--- src/rtl/ovf_handshake_ctrl.sv ---
// ovf_handshake_ctrl
//
// Overflow-handshake controller. A rising edge on start arms a beat counter
// with a clamped threshold taken from cfg_thresh. When the number of accepted
// beats reaches that threshold, o_ovf ("room available") drops and stays low
// until downstream acknowledges with a rising edge on i_ovf. The controller
// then re-arms, or goes idle if start is no longer high.
//
// Ports:
//   clk          in   1      clock, all state updates on posedge
//   rst_n        in   1      asynchronous active-low reset
//   start        in   1      enable, rising edge arms counting
//   in_valid     in   1      one data beat per cycle when high
//   cfg_thresh   in   CNT_W  beat threshold, sampled on start rise / re-arm
//   i_ovf        in   1      downstream acknowledge, rising edge only
//   o_ovf        out  1      room available, low while awaiting acknowledge
//   busy         out  1      high in COUNT or OVF
//   ovf_evt_cnt  out  EVT_W  saturating count of overflow events
//   ack_err      out  1      one-cycle pulse after an i_ovf rise outside OVF

module ovf_handshake_ctrl #(
  parameter int CNT_W   = 5,
  parameter int THR_MIN = 1,
  parameter int THR_MAX = 19,
  parameter int EVT_W   = 8
) (
  input  logic             clk,
  input  logic             rst_n,
  input  logic             start,
  input  logic             in_valid,
  input  logic [CNT_W-1:0] cfg_thresh,
  input  logic             i_ovf,
  output logic             o_ovf,
  output logic             busy,
  output logic [EVT_W-1:0] ovf_evt_cnt,
  output logic             ack_err
);

  localparam logic [1:0] S_IDLE  = 2'd0;
  localparam logic [1:0] S_COUNT = 2'd1;
  localparam logic [1:0] S_OVF   = 2'd2;

  localparam logic [CNT_W-1:0] THR_MIN_C = CNT_W'(THR_MIN);
  localparam logic [CNT_W-1:0] THR_MAX_C = CNT_W'(THR_MAX);

  logic [1:0]       state, state_d;
  logic [CNT_W-1:0] cnt, cnt_d;
  logic [CNT_W-1:0] thr, thr_d;
  logic             o_ovf_q, o_ovf_d;
  logic             start_q;
  logic             i_ovf_q;
  logic             evt_inc;

  logic             start_rise;
  logic             ack_rise;
  logic [CNT_W-1:0] cnt_inc;
  logic [CNT_W-1:0] thr_clamped;
  logic             thr_hit;

  function automatic logic [CNT_W-1:0] clamp_thr(input logic [CNT_W-1:0] t);
    if (t < THR_MIN_C)      return THR_MIN_C;
    else if (t > THR_MAX_C) return THR_MAX_C;
    else                    return t;
  endfunction

  assign start_rise  = start & ~start_q;
  assign ack_rise    = i_ovf & ~i_ovf_q;
  assign cnt_inc     = cnt + {{(CNT_W-1){1'b0}}, in_valid};
  assign thr_clamped = clamp_thr(cfg_thresh);
  // The count including this edge's beat is compared, so the threshold is
  // detected on the edge that accepts the final beat rather than one later.
  assign thr_hit     = (cnt_inc == thr);

  always_comb begin
    // NOTE: every variable written here gets a default first, otherwise a
    // path through the case that skips an assignment would infer a latch.
    state_d = state;
    cnt_d   = cnt;
    thr_d   = thr;
    o_ovf_d = o_ovf_q;
    evt_inc = 1'b0;

    case (state)
      S_IDLE: begin
        cnt_d   = '0;
        o_ovf_d = 1'b1;
        if (start_rise) begin
          thr_d   = thr_clamped;
          state_d = S_COUNT;
        end
      end

      S_COUNT: begin
        o_ovf_d = 1'b1;
        // Reaching the threshold wins over start falling on the same edge.
        if (thr_hit) begin
          state_d = S_OVF;
          cnt_d   = cnt_inc;
          o_ovf_d = 1'b0;
          evt_inc = 1'b1;
        end else if (!start) begin
          state_d = S_IDLE;
          cnt_d   = '0;
        end else begin
          cnt_d = cnt_inc;
        end
      end

      S_OVF: begin
        // Beats and start edges are ignored; only an acknowledge leaves OVF.
        o_ovf_d = 1'b0;
        if (ack_rise) begin
          o_ovf_d = 1'b1;
          cnt_d   = '0;
          if (start) begin
            state_d = S_COUNT;
            thr_d   = thr_clamped;
          end else begin
            state_d = S_IDLE;
          end
        end
      end

      default: begin
        state_d = S_IDLE;
        cnt_d   = '0;
        o_ovf_d = 1'b1;
      end
    endcase
  end

  // NOTE: sequential state uses non-blocking assignments so every register
  // samples the pre-edge values regardless of statement order.
  always_ff @(posedge clk or negedge rst_n) begin
    if (!rst_n) begin
      state       <= S_IDLE;
      cnt         <= '0;
      thr         <= '0;
      o_ovf_q     <= 1'b1;
      start_q     <= 1'b0;
      i_ovf_q     <= 1'b0;
      ovf_evt_cnt <= '0;
      ack_err     <= 1'b0;
    end else begin
      state   <= state_d;
      cnt     <= cnt_d;
      thr     <= thr_d;
      o_ovf_q <= o_ovf_d;
      start_q <= start;
      i_ovf_q <= i_ovf;
      if (evt_inc && (ovf_evt_cnt != '1)) begin
        ovf_evt_cnt <= ovf_evt_cnt + 1'b1;
      end
      ack_err <= ack_rise & (state != S_OVF);
    end
  end

  // The acknowledge term lets o_ovf rise in the same cycle that i_ovf rises;
  // o_ovf_q catches up on the following edge.
  assign o_ovf = o_ovf_q | ((state == S_OVF) & ack_rise);
  assign busy  = (state != S_IDLE);

endmodule

--- config.mk ---
export PLATFORM = sky130hd
export DESIGN_NAME = ovf_handshake_ctrl
export DESIGN_NICKNAME = d
export VERILOG_FILES = /design/src/rtl/ovf_handshake_ctrl.sv
export SDC_FILE = /design/constraint.sdc
export NUM_CORES = 1
export LEC_CHECK = 0
export CELL_PAD_IN_SITES_DETAIL_PLACEMENT = 1
export CELL_PAD_IN_SITES_GLOBAL_PLACEMENT = 1
export CORE_MARGIN = 2
export CORE_UTILIZATION = 37
export DETAILED_ROUTE_END_ITERATION = 12
export PLACE_DENSITY = 0.83
export SYNTH_ARGS = -nofsm -noshare
export SYNTH_HDL_FRONTEND = slang
export SYNTH_SLANG_ARGS = --single-unit
--- constraint.sdc ---
create_clock -name clk -period 2.1 [get_ports clk]
set_clock_uncertainty 0.15 [all_clocks]
set_input_delay 0.42 -clock clk [delete_from_list [all_inputs] [get_ports clk]]
set_output_delay 0.42 -clock clk [all_outputs]
set_load 0.005 [all_outputs]
==> impl_metrics.json, run 1 <==
{
  "outcome": "finished, violations left",
  "failed_checks": "setup timing",
  "synth_nets": 151,
  "power-per-cell-area_nw_per_um2": 906,
  "via_count_of_the_routed_design": 1208,
  "number_of_flip_flops_and_latches_in_the_synthesized_netlist": 24,
  "cts.path.max_buffers": 2,
  "post-route-cell-area_um2": 1950,
  "grt_pass1_vias": 1430,
  "diodes": 0,
  "gp_congestion": 0.796,
  "h_tree_depth_reported_by_cts": 1,
  "syn_area_um2": 1340,
  "final.fill_count": 374,
  "worst_reg2reg_path_startpoint": "cnt[0]",
  "leakage_power_nw": 0.832,
  "timing.slew.headroom_pct": 66.0,
  "hold_violations": 0,
  "place.port_buffers": 20,
  "area_growth_pct": 45.1,
  "final.period_utilization_pct": 112,
  "final_antenna_net_count": 0,
  "worstSkewPairLatency_ns": 0.33,
  "postLayoutSetupSlackWorst_ns": -0.254,
  "grt_pass1_wl_um": 7130,
  "drc": 0,
  "max_freq_mhz": 425,
  "tritoncts_num_sinks": 24,
  "synth_seq_area_share_pct": 44.8,
  "finalWirelength_um": 4150,
  "startpoint_type": "flop",
  "vdd.ir_drop.worst_uv": 612,
  "fraction_of_final_layout_cells_sized_beyond_drive_strength_1_pct": 29.2,
  "groute.usage.overall_pct": 22.7,
  "avgRoutedWirePerCell_um": 18.5,
  "number_of_antenna_violations_at_the_first_check_in_global_routing": 0,
  "hpwl_um": 2770,
  "final_max_slew_viols": 0,
  "cp.required_ns": 2.18,
  "cts-buffers-inserted": 3,
  "top_level_ports": 21,
  "grt_max_degree": 25,
  "timing.critical_path.to_type": "flop",
  "clkTransAtPathRegs_ns": 0.14,
  "drt_first_pass_iters": 5,
  "rsz0062_at_grt": "yes",
  "fp.dieH_um": 64.2,
  "clock_tree_from_tritoncts": "built",
  "cts.hold.buffers_added": 0,
  "die_w_um": 64.2,
  "die_area_um2": 4130,
  "syn-mean-instance-area_um2": 10.0,
  "num-nets-final": 196,
  "clockRootBuffer": "clkbuf_4",
  "synth.yosys.warnings": 0,
  "max-cap-violations": 0,
  "fin_util_pct": 57.0,
  "worst_ep_arrival_time_ns": 2.43,
  "tmin_final_ns": 2.35,
  "detailed_place.area_um2": 1720,
  "total_gr_overflow": 0,
  "worst_path_class_setup": "reg -> reg",
  "critical_path_peak_fanout": 4,
  "std_cell_rows": 21,
  "fp.coreArea_um2": 3420,
  "ys_types": 39,
  "finalSetupViolations": 16,
  "mapped_cells": 134,
  "start_util_pct": 39.3,
  "initialDrtViolationCount": 39,
  "worst_slew_pin_slew_ns": 0.510,
  "detail_route.vias_per_cell": 5.39,
  "startpoint": "cnt[0]",
  "dp_slack_ns": -0.791,
  "worstHoldPathType": "in -> async"
}
[metrics by stage]
| step | hold slack, ns | std cells | power, W | TNS (ns) |
|---|---|---|---|---|
| floorplan | -0.0256 | 134 | 0.000998 | -0.146 |
| global placement | 0.339 | 211 | 0.00127 | -9.26 |
| detailed placement | 0.351 | 211 | 0.00133 | -10.87 |
| CTS | 0.284 | 223 | 0.00171 | -2.41 |
| global route | 0.307 | 224 | 0.00186 | -3.69 |
| finish | 0.274 | 224 | 0.00176 | -2.13 |
[area by class of cell]
| cell class | count | area, um2 | share of cell area [%] |
|---|---|---|---|
| clock buffer | 4 | 26.3 | 1.35 |
| timing repair buffer | 43 | 397 | 20.4 |
| multi-input combinational | 102 | 847 | 43.5 |
| inverter | 5 | 18.8 | 0.963 |
| sequential | 24 | 602 | 30.9 |
| tap | 46 | 57.6 | 2.95 |
[worst max-delay path: stages, from the launching register on]
cell      delay (ns)
dfrtp_1         0.44
ha_4            0.18
ha_4            0.23
xor2_2          0.18
a211oi_2        0.14
buf_4           0.16
o311ai_4        0.14
nor3b_2         0.29
mux2_4          0.33
[sequential cells by signal (all words and copies together), names as in the netlist]
name         cells
ovf_evt_cnt      8
cnt              5
thr              5
state            2
ack_err          1
i_ovf_q          1
o_ovf_q          1
start_q          1
[per-layer routing]
metal | track usage, % | vias up | share of wire [%]
met5 | 0 | - | 0
met4 | 11.4 | 0 | 3.7
met3 | 3.70 | 15 | 3.1
li1 | - | 565 | -
met1 | 24.8 | 602 | 40
met2 | 41.9 | 26 | 54
[cells in the mapped netlist, drive strengths merged]
master,n,area [um2]
buf,1,5.00
dfrtp,23,576
xor2,9,78.8
nand3,6,30.0
nand2b,3,18.8
nand2,16,60.1
o211ai,2,15.0
nand4,1,6.26
nor4,4,31.3
a21o,1,7.51
nor3,6,30.0
clkbuf,2,7.51
o311ai,2,35.0
o311a,1,10.0
inv,5,18.8
a21oi,6,30.0
and2,1,6.26
nand4b,1,8.76
a31oi,1,6.26
mux2,2,22.5
xnor2,2,25.0
a32o,1,10.0
nand3b,3,22.5
dfstp,1,26.3
nor2b,4,25.0
and3,1,6.26
a211oi,1,12.5
o21ai,8,40.0
nor3b,2,20.0
o21a,2,15.0
and4,3,26.3
ha,7,87.6
nor2,6,22.5
[cell usage in the layout, fill, tap and decap left out, types with 2 or more instances in the layout]
cell type / netlist / routed
o21ai_1: 2 / 2
inv_1: 5 / 4
nand3_1: 6 / 5
o21ai_0: 6 / 2
o211ai_1: 2 / 2
ha_4: 0 / 2
ha_2: 0 / 2
dfrtp_1: 23 / 23
dlygate4sd2_1: 0 / 2
xor2_2: 0 / 2
clkdlybuf4s50_1: 0 / 17
ha_1: 7 / 3
buf_4: 0 / 16
nand2_1: 16 / 15
a21oi_1: 6 / 6
nor4_4: 0 / 2
nor3_1: 6 / 5
buf_6: 0 / 7
nand2b_1: 3 / 3
nor2b_1: 4 / 4
nor2_1: 6 / 6
nand3b_1: 3 / 3
xor2_1: 9 / 7
clkbuf_4: 0 / 3
and4_1: 3 / 3
o21ai_2: 0 / 3
[repair_timing]
action | 4_1_cts | 5_1_grt
setup endpoints to repair | 18 | 17
buffers inserted | 8 | 1
pin swaps | 17 | 7
resized for setup | 30 | 6
[power by group]
group,switching [W],internal (W),total [W],leakage (nW)
sequential,0.0000912,0.000559,0.000650,0.310
clock,0.000153,0.0000746,0.000228,0.0150
combinational,0.000445,0.000442,0.000886,0.507
[kinds of logic after synthesis]
logic type / count (synthesis) / share of synthesized area (%)
xor+xnor: 11 / 7.74
fa+ha+maj: 7 / 6.52
mux: 2 / 1.68
buf+inv: 8 / 2.33
compound gates: 25 / 13.5
flops: 24 / 44.8
simple gates: 57 / 23.4
[worst paths after layout]
check / cells past startpoint / slack (ns) / end
min: 2 / 0.27 / i_ovf_q
max in group asynchronous: 2 / 1.22 / o_ovf_q
max reg2reg: 8 / -0.25 / ovf_evt_cnt[1]
max: 8 / -0.25 / ovf_evt_cnt[1]
min in group clk: 1 / 0.37 / ovf_evt_cnt[4]
min reg2reg: 1 / 0.37 / ovf_evt_cnt[4]
No activity file was read; power rests on OpenSTA's default activity.
==> run 2, diff against run 1 <==
Settings changed: CORE_MARGIN 2 to not set, CTS_CLUSTER_DIAMETER set to 30.
==> run 2 against run 1 <==
The flow still finishes with violations (setup timing). Setup slack barely moved. Final cell count fell by 0.45%. Critical endpoint unchanged. Register-to-register slack barely moved. Wire length rose by 3.9%.
==> impl_metrics.json, run 2 (synthesis results as in run 1) <==
{
  "area_growth_pct": 47.0,
  "clock_tree_from_tritoncts": "built",
  "grt_pass1_vias": 1359,
  "detail_route.vias_per_cell": 5.42,
  "most_frequent_standard_cell_in_the_layout_excluding_fill_and_tap_cells": "dfrtp_1",
  "postLayoutSetupSlackWorst_ns": -0.253,
  "worst_ep_arrival_time_ns": 2.45,
  "worst_slew_pin_slew_ns": 0.493,
  "groute.usage.overall_pct": 22.4,
  "power-per-cell-area_nw_per_um2": 929,
  "worst_reg2reg_path_startpoint": "cnt[0]",
  "largest_reg_flops": 8,
  "num-nets-final": 195,
  "critical_path_peak_fanout": 5,
  "worst_path_class_setup": "reg -> reg",
  "timing.critical_path.to_type": "flop",
  "start_util_pct": 39.3,
  "fp.coreArea_um2": 3420,
  "worst-r2r-cell-count": 7,
  "tritoncts_num_sinks": 24,
  "initialDrtViolationCount": 44,
  "place.port_buffers": 20,
  "biggestRegsByFlops": "ovf_evt_cnt: 8 flops, cnt: 5 flops, thr: 5 flops",
  "tmin_final_ns": 2.35,
  "drt_first_pass_iters": 4,
  "timing.rr.end": "ovf_evt_cnt[1]",
  "worstSkewPairLatency_ns": 0.34,
  "endpoint": "ovf_evt_cnt[1]",
  "gp_congestion": 0.809,
  "hpwl_um": 2690,
  "startpoint": "cnt[0]",
  "hold_violations": 0,
  "rsz0062_at_grt": "yes",
  "clkTransAtPathRegs_ns": 0.16,
  "post-route-cell-area_um2": 1970,
  "avgRoutedWirePerCell_um": 19.3,
  "total_gr_overflow": 0,
  "worstHoldPathType": "in -> async",
  "layout_common_cells": "dfrtp_1, buf_4, clkdlybuf4s50_1",
  "final_max_slew_viols": 0,
  "failed_checks": "setup timing",
  "cp.required_ns": 2.20,
  "via_count_of_the_routed_design": 1209,
  "fraction_of_final_layout_cells_sized_beyond_drive_strength_1_pct": 31.1,
  "detailed_place.area_um2": 1730,
  "fin_total_pwr_w": 0.00183,
  "finalSetupViolations": 11,
  "fin_worst_hold_slack_ns": 0.272,
  "clockRootBuffer": "clkbuf_4",
  "final_antenna_net_count": 0,
  "cts-buffers-inserted": 3,
  "grt_pass1_wl_um": 6740,
  "final.period_utilization_pct": 112,
  "fp.dieH_um": 62.2,
  "std_cell_rows": 21,
  "ff2ff_setup_slack_ns": -0.25,
  "max-cap-violations": 0,
  "top_level_ports": 21,
  "outcome": "finished, violations left",
  "number_of_antenna_violations_at_the_first_check_in_global_routing": 0,
  "die_area_um2": 3870,
  "vdd.ir_drop.worst_uv": 403,
  "die_w_um": 62.2,
  "fin_util_pct": 57.8,
  "drc": 0,
  "grt_max_degree": 25,
  "startpoint_type": "flop",
  "diodes": 0,
  "cts.path.max_buffers": 2,
  "timing.slew.headroom_pct": 67.1,
  "leakage_power_nw": 0.837,
  "dp_slack_ns": -0.751,
  "h_tree_depth_reported_by_cts": 1,
  "finalWirelength_um": 4310,
  "final.fill_count": 368,
  "max_flop_register": "ovf_evt_cnt",
  "max_freq_mhz": 425
}
## run 2: cell count changes in the layout (fill, tap and decap cells not counted), sizes merged
cell,previous run,this run
bufinv,0,1
clkdlybuf4s15,1,0
buf,23,22
## run 2: worst max-delay path, stage by stage (launching register included)
cell and delay, ns:
dfrtp_1 0.44, ha_4 0.18, ha_4 0.22, xor2_2 0.15, a211oi_2 0.26, o311ai_4 0.19, nor3b_2 0.35, mux2_4 0.34
## run 2: area by class of cell
type / count / area (um2) / area share (%)
clock buffer: 3 / 22.5 / 1.14
tap: 46 / 57.6 / 2.92
multi-input combinational: 102 / 870 / 44.1
sequential: 24 / 602 / 30.5
inverter: 5 / 18.8 / 0.951
timing repair buffer: 42 / 373 / 18.9
clock inverter: 1 / 30.0 / 1.52
## run 2: power breakdown
group / internal [W] / switching (W) / total (W) / leakage (nW)
clock: 0.000193 / 0.000162 / 0.000356 / 0.0279
combinational: 0.000387 / 0.000440 / 0.000827 / 0.499
sequential: 0.000559 / 0.0000925 / 0.000651 / 0.310
## run 2: how the worst min path moves through the flow
stage	from	slack, ns	cells past startpoint	to
floorplan	rst_n	-0.03	0	ack_err
global placement	ovf_evt_cnt[4]	0.34	1	ovf_evt_cnt[4]
detailed placement	ovf_evt_cnt[4]	0.35	1	ovf_evt_cnt[4]
CTS	rst_n	0.30	2	cnt[4]
global route	rst_n	0.30	2	ovf_evt_cnt[5]
finish	rst_n	0.27	2	cnt[4]
## run 2: what timing repair did
| action | 4_1_cts | 5_1_grt |
|---|---|---|
| hold buffers | 0 | 0 |
| setup endpoints to repair | 18 | 17 |
| pin swaps | 13 | 14 |
| resized for setup | 21 | 17 |
| endpoints found under the hold margin | 0 | 0 |
| buffers inserted | 5 | 1 |
## run 2: routing by layer
| metal | global-route usage [%] | vias to the layer above | share of wire, % |
|---|---|---|---|
| met1 | 25.2 | 621 | 41 |
| met5 | 0 | - | 0 |
| met4 | 12.2 | 0 | 1.8 |
| li1 | - | 563 | - |
| met2 | 40.0 | 17 | 55 |
| met3 | 4.04 | 8 | 2.5 |
## run 2: through the flow
stage | setup TNS, ns | std cells
2_1_floorplan | -0.146 | 134
3_3_place_gp | -9.10 | 213
3_5_place_dp | -10.13 | 213
4_1_cts | -1.78 | 222
5_1_grt | -2.37 | 223
6_report | -1.49 | 223
